### config.mk
export PLATFORM = sky130hd
export DESIGN_NAME = risc_v_mike_data_mem_arbiter
export DESIGN_NICKNAME = d
export VERILOG_FILES = /design/src/rtl/risc_v_mike_pkg.sv /design/src/rtl/risc_v_mike_starve_counter.sv /design/src/rtl/risc_v_mike_data_mem_arbiter.sv
export SDC_FILE = /design/constraint.sdc
export NUM_CORES = 1
export LEC_CHECK = 0
export CORE_AREA = 4 4 117 119
export DETAILED_ROUTE_END_ITERATION = 7
export DIE_AREA = 0 0 121 123
export GPL_ROUTABILITY_DRIVEN = 1
export PLACE_DENSITY = 0.67
export SYNTH_ARGS = -nofsm -noshare
export SYNTH_HDL_FRONTEND = slang
export SYNTH_SLANG_ARGS = --single-unit
### constraint.sdc
create_clock -name clk -period 2.29 [get_ports clk]
set_clock_uncertainty 0.1 [all_clocks]
set_input_delay 0.458 -clock clk [delete_from_list [all_inputs] [get_ports clk]]
set_output_delay 0.458 -clock clk [all_outputs]
set_load 0.05 [all_outputs]
### src/rtl/risc_v_mike_pkg.sv
// Shared types and constants for the risc_v_mike data-memory path.
// The address range check lives here so every user agrees on it.
package risc_v_mike_pkg;

    localparam int DATA_32_W          = 32;
    localparam int REG_ADDR_W         = 32;
    localparam int DATA_MEM_DEPTH_DEF = 16;

    typedef logic [REG_ADDR_W-1:0] t_register_addr;

    typedef enum logic {
        ARB_IDLE,
        ARB_RESP
    } t_arb_state;

    typedef enum logic {
        ARB_PORT_C,
        ARB_PORT_D
    } t_arb_port;

    typedef struct packed {
        t_register_addr         addr;
        logic                   we;
        logic [DATA_32_W-1:0]   wdata;
    } t_mem_req;

    function automatic logic addr_in_range(input t_register_addr addr, input int depth);
        return addr < t_register_addr'(depth);
    endfunction

endpackage

### src/rtl/risc_v_mike_starve_counter.sv
// Saturating wait counter for the low-priority port; limit_hit forces its grant.
module risc_v_mike_starve_counter #(
    parameter int LIMIT = 4,
    parameter int CNT_W = 3
) (
    input  logic clk,
    input  logic rst,
    input  logic clr,
    input  logic inc,
    output logic limit_hit
);

    localparam logic [CNT_W-1:0] LIMIT_V = CNT_W'(LIMIT);
    localparam logic [CNT_W-1:0] ONE_V   = CNT_W'(1);

    logic [CNT_W-1:0] cnt_d;
    logic [CNT_W-1:0] cnt_q;

    always_comb begin
        cnt_d = cnt_q;
        if (clr) begin
            cnt_d = '0;
        end else if (inc && (cnt_q < LIMIT_V)) begin
            cnt_d = cnt_q + ONE_V;
        end
    end

    always_ff @(posedge clk) begin
        if (!rst) begin
            cnt_q <= '0;
        end else begin
            cnt_q <= cnt_d;
        end
    end

    assign limit_hit = (cnt_q >= LIMIT_V);

endmodule

### src/rtl/risc_v_mike_data_mem_arbiter.sv
// Two-port arbiter in front of the single-port data memory: core port C has
// priority, debug/DMA port D is force-granted after waiting STARVE_LIMIT cycles.
module risc_v_mike_data_mem_arbiter
    import risc_v_mike_pkg::*;
#(
    parameter int DATA_MEM_DEPTH = DATA_MEM_DEPTH_DEF,
    parameter int STARVE_LIMIT   = 4,
    parameter int CNT_W          = 3
) (
    input  logic                    clk,
    input  logic                    rst,

    input  logic                    c_req_valid,
    output logic                    c_req_ready,
    input  t_register_addr          c_req_addr,
    input  logic                    c_req_we,
    input  logic [DATA_32_W-1:0]    c_req_wdata,
    output logic                    c_rsp_valid,
    input  logic                    c_rsp_ready,
    output logic [DATA_32_W-1:0]    c_rsp_rdata,
    output logic                    c_rsp_err,

    input  logic                    d_req_valid,
    output logic                    d_req_ready,
    input  t_register_addr          d_req_addr,
    input  logic                    d_req_we,
    input  logic [DATA_32_W-1:0]    d_req_wdata,
    output logic                    d_rsp_valid,
    input  logic                    d_rsp_ready,
    output logic [DATA_32_W-1:0]    d_rsp_rdata,
    output logic                    d_rsp_err,

    output t_register_addr          data_mem_addr,
    output logic                    data_mem_write,
    output logic [DATA_32_W-1:0]    data_mem_wr_data,
    input  logic [DATA_32_W-1:0]    data_mem_rd_data
);

    t_arb_state             state_d, state_q;
    t_arb_port              owner_d, owner_q;
    logic                   err_d, err_q;
    logic [DATA_32_W-1:0]   rdata_d, rdata_q;

    t_arb_port              grant;
    logic                   grant_vld;
    t_mem_req               req;
    logic                   req_err;
    logic                   starve_hit;
    logic                   d_accept;
    logic                   owner_consumed;

    // Grant is only evaluated in IDLE; reset masks it so nothing is accepted or written.
    always_comb begin
        grant     = ARB_PORT_C;
        grant_vld = 1'b0;
        if (rst && (state_q == ARB_IDLE)) begin
            if (d_req_valid && starve_hit) begin
                grant     = ARB_PORT_D;
                grant_vld = 1'b1;
            end else if (c_req_valid) begin
                grant     = ARB_PORT_C;
                grant_vld = 1'b1;
            end else if (d_req_valid) begin
                grant     = ARB_PORT_D;
                grant_vld = 1'b1;
            end
        end
    end

    always_comb begin
        if (grant == ARB_PORT_D) begin
            req = '{addr: d_req_addr, we: d_req_we, wdata: d_req_wdata};
        end else begin
            req = '{addr: c_req_addr, we: c_req_we, wdata: c_req_wdata};
        end
        req_err = !addr_in_range(req.addr, DATA_MEM_DEPTH);
    end

    assign c_req_ready = grant_vld && (grant == ARB_PORT_C);
    assign d_req_ready = grant_vld && (grant == ARB_PORT_D);
    assign d_accept    = d_req_ready;

    assign data_mem_addr    = grant_vld ? req.addr  : '0;
    assign data_mem_wr_data = grant_vld ? req.wdata : '0;
    assign data_mem_write   = grant_vld && req.we && !req_err;

    assign owner_consumed = (owner_q == ARB_PORT_C) ? c_rsp_ready : d_rsp_ready;

    always_comb begin
        state_d = state_q;
        owner_d = owner_q;
        err_d   = err_q;
        rdata_d = rdata_q;
        case (state_q)
            ARB_IDLE: begin
                if (grant_vld) begin
                    state_d = ARB_RESP;
                    owner_d = grant;
                    err_d   = req_err;
                    rdata_d = (!req.we && !req_err) ? data_mem_rd_data : '0;
                end
            end
            ARB_RESP: begin
                if (owner_consumed) begin
                    state_d = ARB_IDLE;
                end
            end
            default: state_d = ARB_IDLE;
        endcase
    end

    always_ff @(posedge clk) begin
        if (!rst) begin
            state_q <= ARB_IDLE;
            owner_q <= ARB_PORT_C;
            err_q   <= 1'b0;
            rdata_q <= '0;
        end else begin
            state_q <= state_d;
            owner_q <= owner_d;
            err_q   <= err_d;
            rdata_q <= rdata_d;
        end
    end

    // Both ports see the one registered response; only the owner's valid qualifies it.
    assign c_rsp_valid = (state_q == ARB_RESP) && (owner_q == ARB_PORT_C);
    assign d_rsp_valid = (state_q == ARB_RESP) && (owner_q == ARB_PORT_D);
    assign c_rsp_rdata = rdata_q;
    assign d_rsp_rdata = rdata_q;
    assign c_rsp_err   = err_q;
    assign d_rsp_err   = err_q;

    risc_v_mike_starve_counter #(
        .LIMIT (STARVE_LIMIT),
        .CNT_W (CNT_W)
    ) u_starve (
        .clk       (clk),
        .rst       (rst),
        .clr       (d_accept),
        .inc       (d_req_valid && !d_accept),
        .limit_hit (starve_hit)
    );

endmodule

==> results.yml <==
clocking:
  clkSinkCount: 38
  clk_latency_ns: 0.27
  cts_max_level: 2
  cts_buffers: 5
  cts_tree: "built"
  hold_buffers: 0
  root_buffer: "clkbuf_16"
  clockBufferDepth: 2
  path_clk_slew_ns: 0.06
worst_setup_path:
  endpoint_kind: "output pin"
  arrival_ns: 1.85
  rrSetupSlack_ns: 0.30
  cp.required_ns: 1.73
  r2r_cells: 6
  crit_fanout: 2
  rr_endpoint: "c_rsp_rdata[7]"
  path_class: "in -> out"
  start_kind: "input port"
  r2r_start: "state_q"
drt:
  drc: 0
  drt.antenna.violating_nets: 0
  num_vias: 4571
  wl_per_cell_um: 19.9
  wl_um: 18600
  viasPerCell: 4.88
  drt_pass1_iterations: 4
  drt-initial-drc-count: 259
power:
  peakVddDrop_mv: 0.238
  p_per_area_nw_per_um2: 367
  leakage_nw: 3.32
floorplan:
  start_util_pct: 23.4
  die_h_um: 123
  die_w_um: 121
  num_rows: 41
  dieArea_um2: 14900
  ios: 303
  core-area_um2: 12600
placement:
  io_buffers: 302
  place_hpwl_um: 13500
  place_congestion: 0.882
synthesis:
  synth_edf_count: 0
  syn-cell-area_um2: 2940
  syn_nets: 621
  postSynthCellCount: 452
  netlist_top_cells_area: "dfxtp_1 26%, nand2_1 21%, buf_4 8.4%"
  yosys.area.top_type: "dfxtp_1"
  synth_seq_cells: 38
  synthArstFlopShare_pct: 0
  synth_flop_cell: "dfxtp_1"
  yosys_warnings: 0
  yosys-top-cells-count: "166 x nand2_1, 38 x dfxtp_1, 36 x nand3_1, 33 x buf_4, 32 x a21oi_1"
  synth_cell_types: 37
  seq_area_frac_synth_pct: 25.9
  synth.avg_cell_area_um2: 6.51
  synth_top_area_share_pct: 25.9
  yosysMostFrequentCell: "nand2_1"
hold_path:
  holdPathEnd: "c_rsp_rdata[18]"
  holdCritStartpoint: "c_rsp_rdata[18]"
  hold_depth: 2
  hold_class: "reg -> reg"
final_layout:
  fillers: 1009
  drive_gt1_share_pct: 41.6
  diodes: 0
  post-route-util_pct: 65.2
  syn_to_final_growth_pct: 179
  fin_nets: 932
sta:
  max_freq_mhz: 416
  max-slew-margin-rel_pct: 64.7
  slew_violations: 0
  post-route-period-util_pct: 105
  setup_violations: 3
  max_slew.worst_pin.slew_ns: 0.527
  rsz0062_at_grt: "yes"
  whs_ns: 0.379
  finalCriticalPeriod_ns: 2.40
  finalWorstSetupSlack_ns: -0.113
  hold_viol_final: 0
outcome:
  status: "finished, violations left"
  violations: "setup timing"
global_route:
  track_usage_pct: 21.2
  grt_pass1_wl_um: 24900
  grt_overflow: 0
  antenna_found_initial: 0
  grt_start_max_net_pins: 52
  grt_pass1_vias: 4443
flow_run:
  drv_cap: 0
## registers in the layout, summed over array words and instances, names as in the netlist
signal and cells:
c_rsp_err 1, c_rsp_rdata 32, owner_q 1, state_q 1
u_starve.cnt_q 3
## cells in the final DEF, fill, tap and decap left out, types with 2 or more instances in the layout
| cell | Yosys | layout |
|---|---|---|
| clkdlybuf4s50_1 | 0 | 174 |
| nand2_1 | 166 | 101 |
| buf_12 | 0 | 74 |
| buf_4 | 33 | 44 |
| nand2_2 | 0 | 38 |
| dfxtp_1 | 38 | 36 |
| a21oi_4 | 0 | 27 |
| nand2_4 | 0 | 26 |
| nand3_1 | 36 | 26 |
| o21ai_0 | 19 | 19 |
| o2111ai_1 | 18 | 18 |
| inv_1 | 17 | 17 |
| buf_6 | 2 | 15 |
| dlygate4sd2_1 | 0 | 13 |
| clkdlybuf4s15_1 | 0 | 13 |
| buf_2 | 3 | 11 |
| nand3_2 | 0 | 10 |
| o41ai_2 | 10 | 10 |
| clkbuf_2 | 0 | 10 |
| clkbuf_16 | 0 | 9 |
| nor4_2 | 0 | 8 |
| nor4_4 | 0 | 5 |
| buf_16 | 0 | 5 |
| nor2_1 | 6 | 4 |
| o41ai_1 | 4 | 4 |
| clkdlybuf4s15_2 | 0 | 4 |
| nand4_1 | 3 | 3 |
| a21oi_1 | 32 | 3 |
| nor2_4 | 0 | 2 |
| nor3_4 | 1 | 2 |
| a21oi_2 | 0 | 2 |
| nor2b_1 | 3 | 2 |
| nand2b_1 | 3 | 2 |
| dlymetal6s2s_1 | 0 | 2 |
| dfxtp_2 | 0 | 2 |
## layer usage
metal	up-vias	GRT usage, %	wire [µm]
met5	-	0	0
met4	0	5.52	584
met1	2176	24.6	6510
met2	211	38.3	10000
li1	2150	-	-
met3	34	5.95	1470
## through the flow
stage / area, µm² / setup WS, ns / std cells / power (mW) / setup TNS (ns)
after global routing: 8190 / -0.173 / 936 / 3.11 / -2.07
after global placement: 7230 / -0.592 / 906 / 2.08 / -28.32
after detailed placement: 7230 / -0.648 / 906 / 2.09 / -31.88
after floorplan: 3300 / -0.316 / 452 / 1.27 / -0.316
after CTS: 7620 / -0.113 / 920 / 2.91 / -1.89
final: 8190 / -0.113 / 936 / 3.00 / -0.171
## how the worst max path moves through the flow
stage          cells after the start           start             end
2_1_floorplan                      5  d_req_addr[29]  data_mem_write
3_3_place_gp                       6  c_req_addr[26]  data_mem_write
3_5_place_dp                       6  c_req_addr[25]  data_mem_write
4_1_cts                            6  c_req_addr[22]  data_mem_write
5_1_grt                            6  d_req_addr[17]  data_mem_write
6_report                           6  c_req_addr[24]  data_mem_write
## power breakdown
part	switching, mW	internal (mW)
sequential	0.00633	0.669
combinational	0.785	0.775
clock	0.253	0.513
total	1.04	1.96
## final cells by class
type | instances | area, µm² | area share (%)
repair buffers | 370 | 4390 | 53.7
inverters | 18 | 75.1 | 0.917
multi-input cells | 330 | 2580 | 31.5
well taps | 172 | 215 | 2.63
clock buffers | 6 | 129 | 1.57
clock inverters | 2 | 37.5 | 0.458
flip-flops and latches | 38 | 763 | 9.32
## worst max-delay path, stage by stage
cell and delay (ns):
buf_6 0.10, nor4_4 0.27, nand4_1 0.19, o32a_1 0.41
nor3b_4 0.22, buf_6 0.19
## timing repair
item / CTS / global route
pin swaps: 32 / 56
gates cloned: 4 / 7
resized for setup: 168 / 116
setup buffers: 3 / 9
endpoints found under the setup margin: 100 / 65
## kinds of logic (layout without fill, tap and decap cells)
kind of cell | Yosys count | after routing | share of synthesized area [%]
AO/OA/AOI/OAI | 90 | 90 | 22.7
buffers and inverters | 84 | 396 | 15.6
adder cells (fa/ha/maj) | 1 | 1 | 0.425
AND/OR/NAND/NOR | 238 | 238 | 35.1
XOR/XNOR | 1 | 1 | 0.298
flip-flops | 38 | 38 | 25.9
Power figures use the tool's default switching activity.
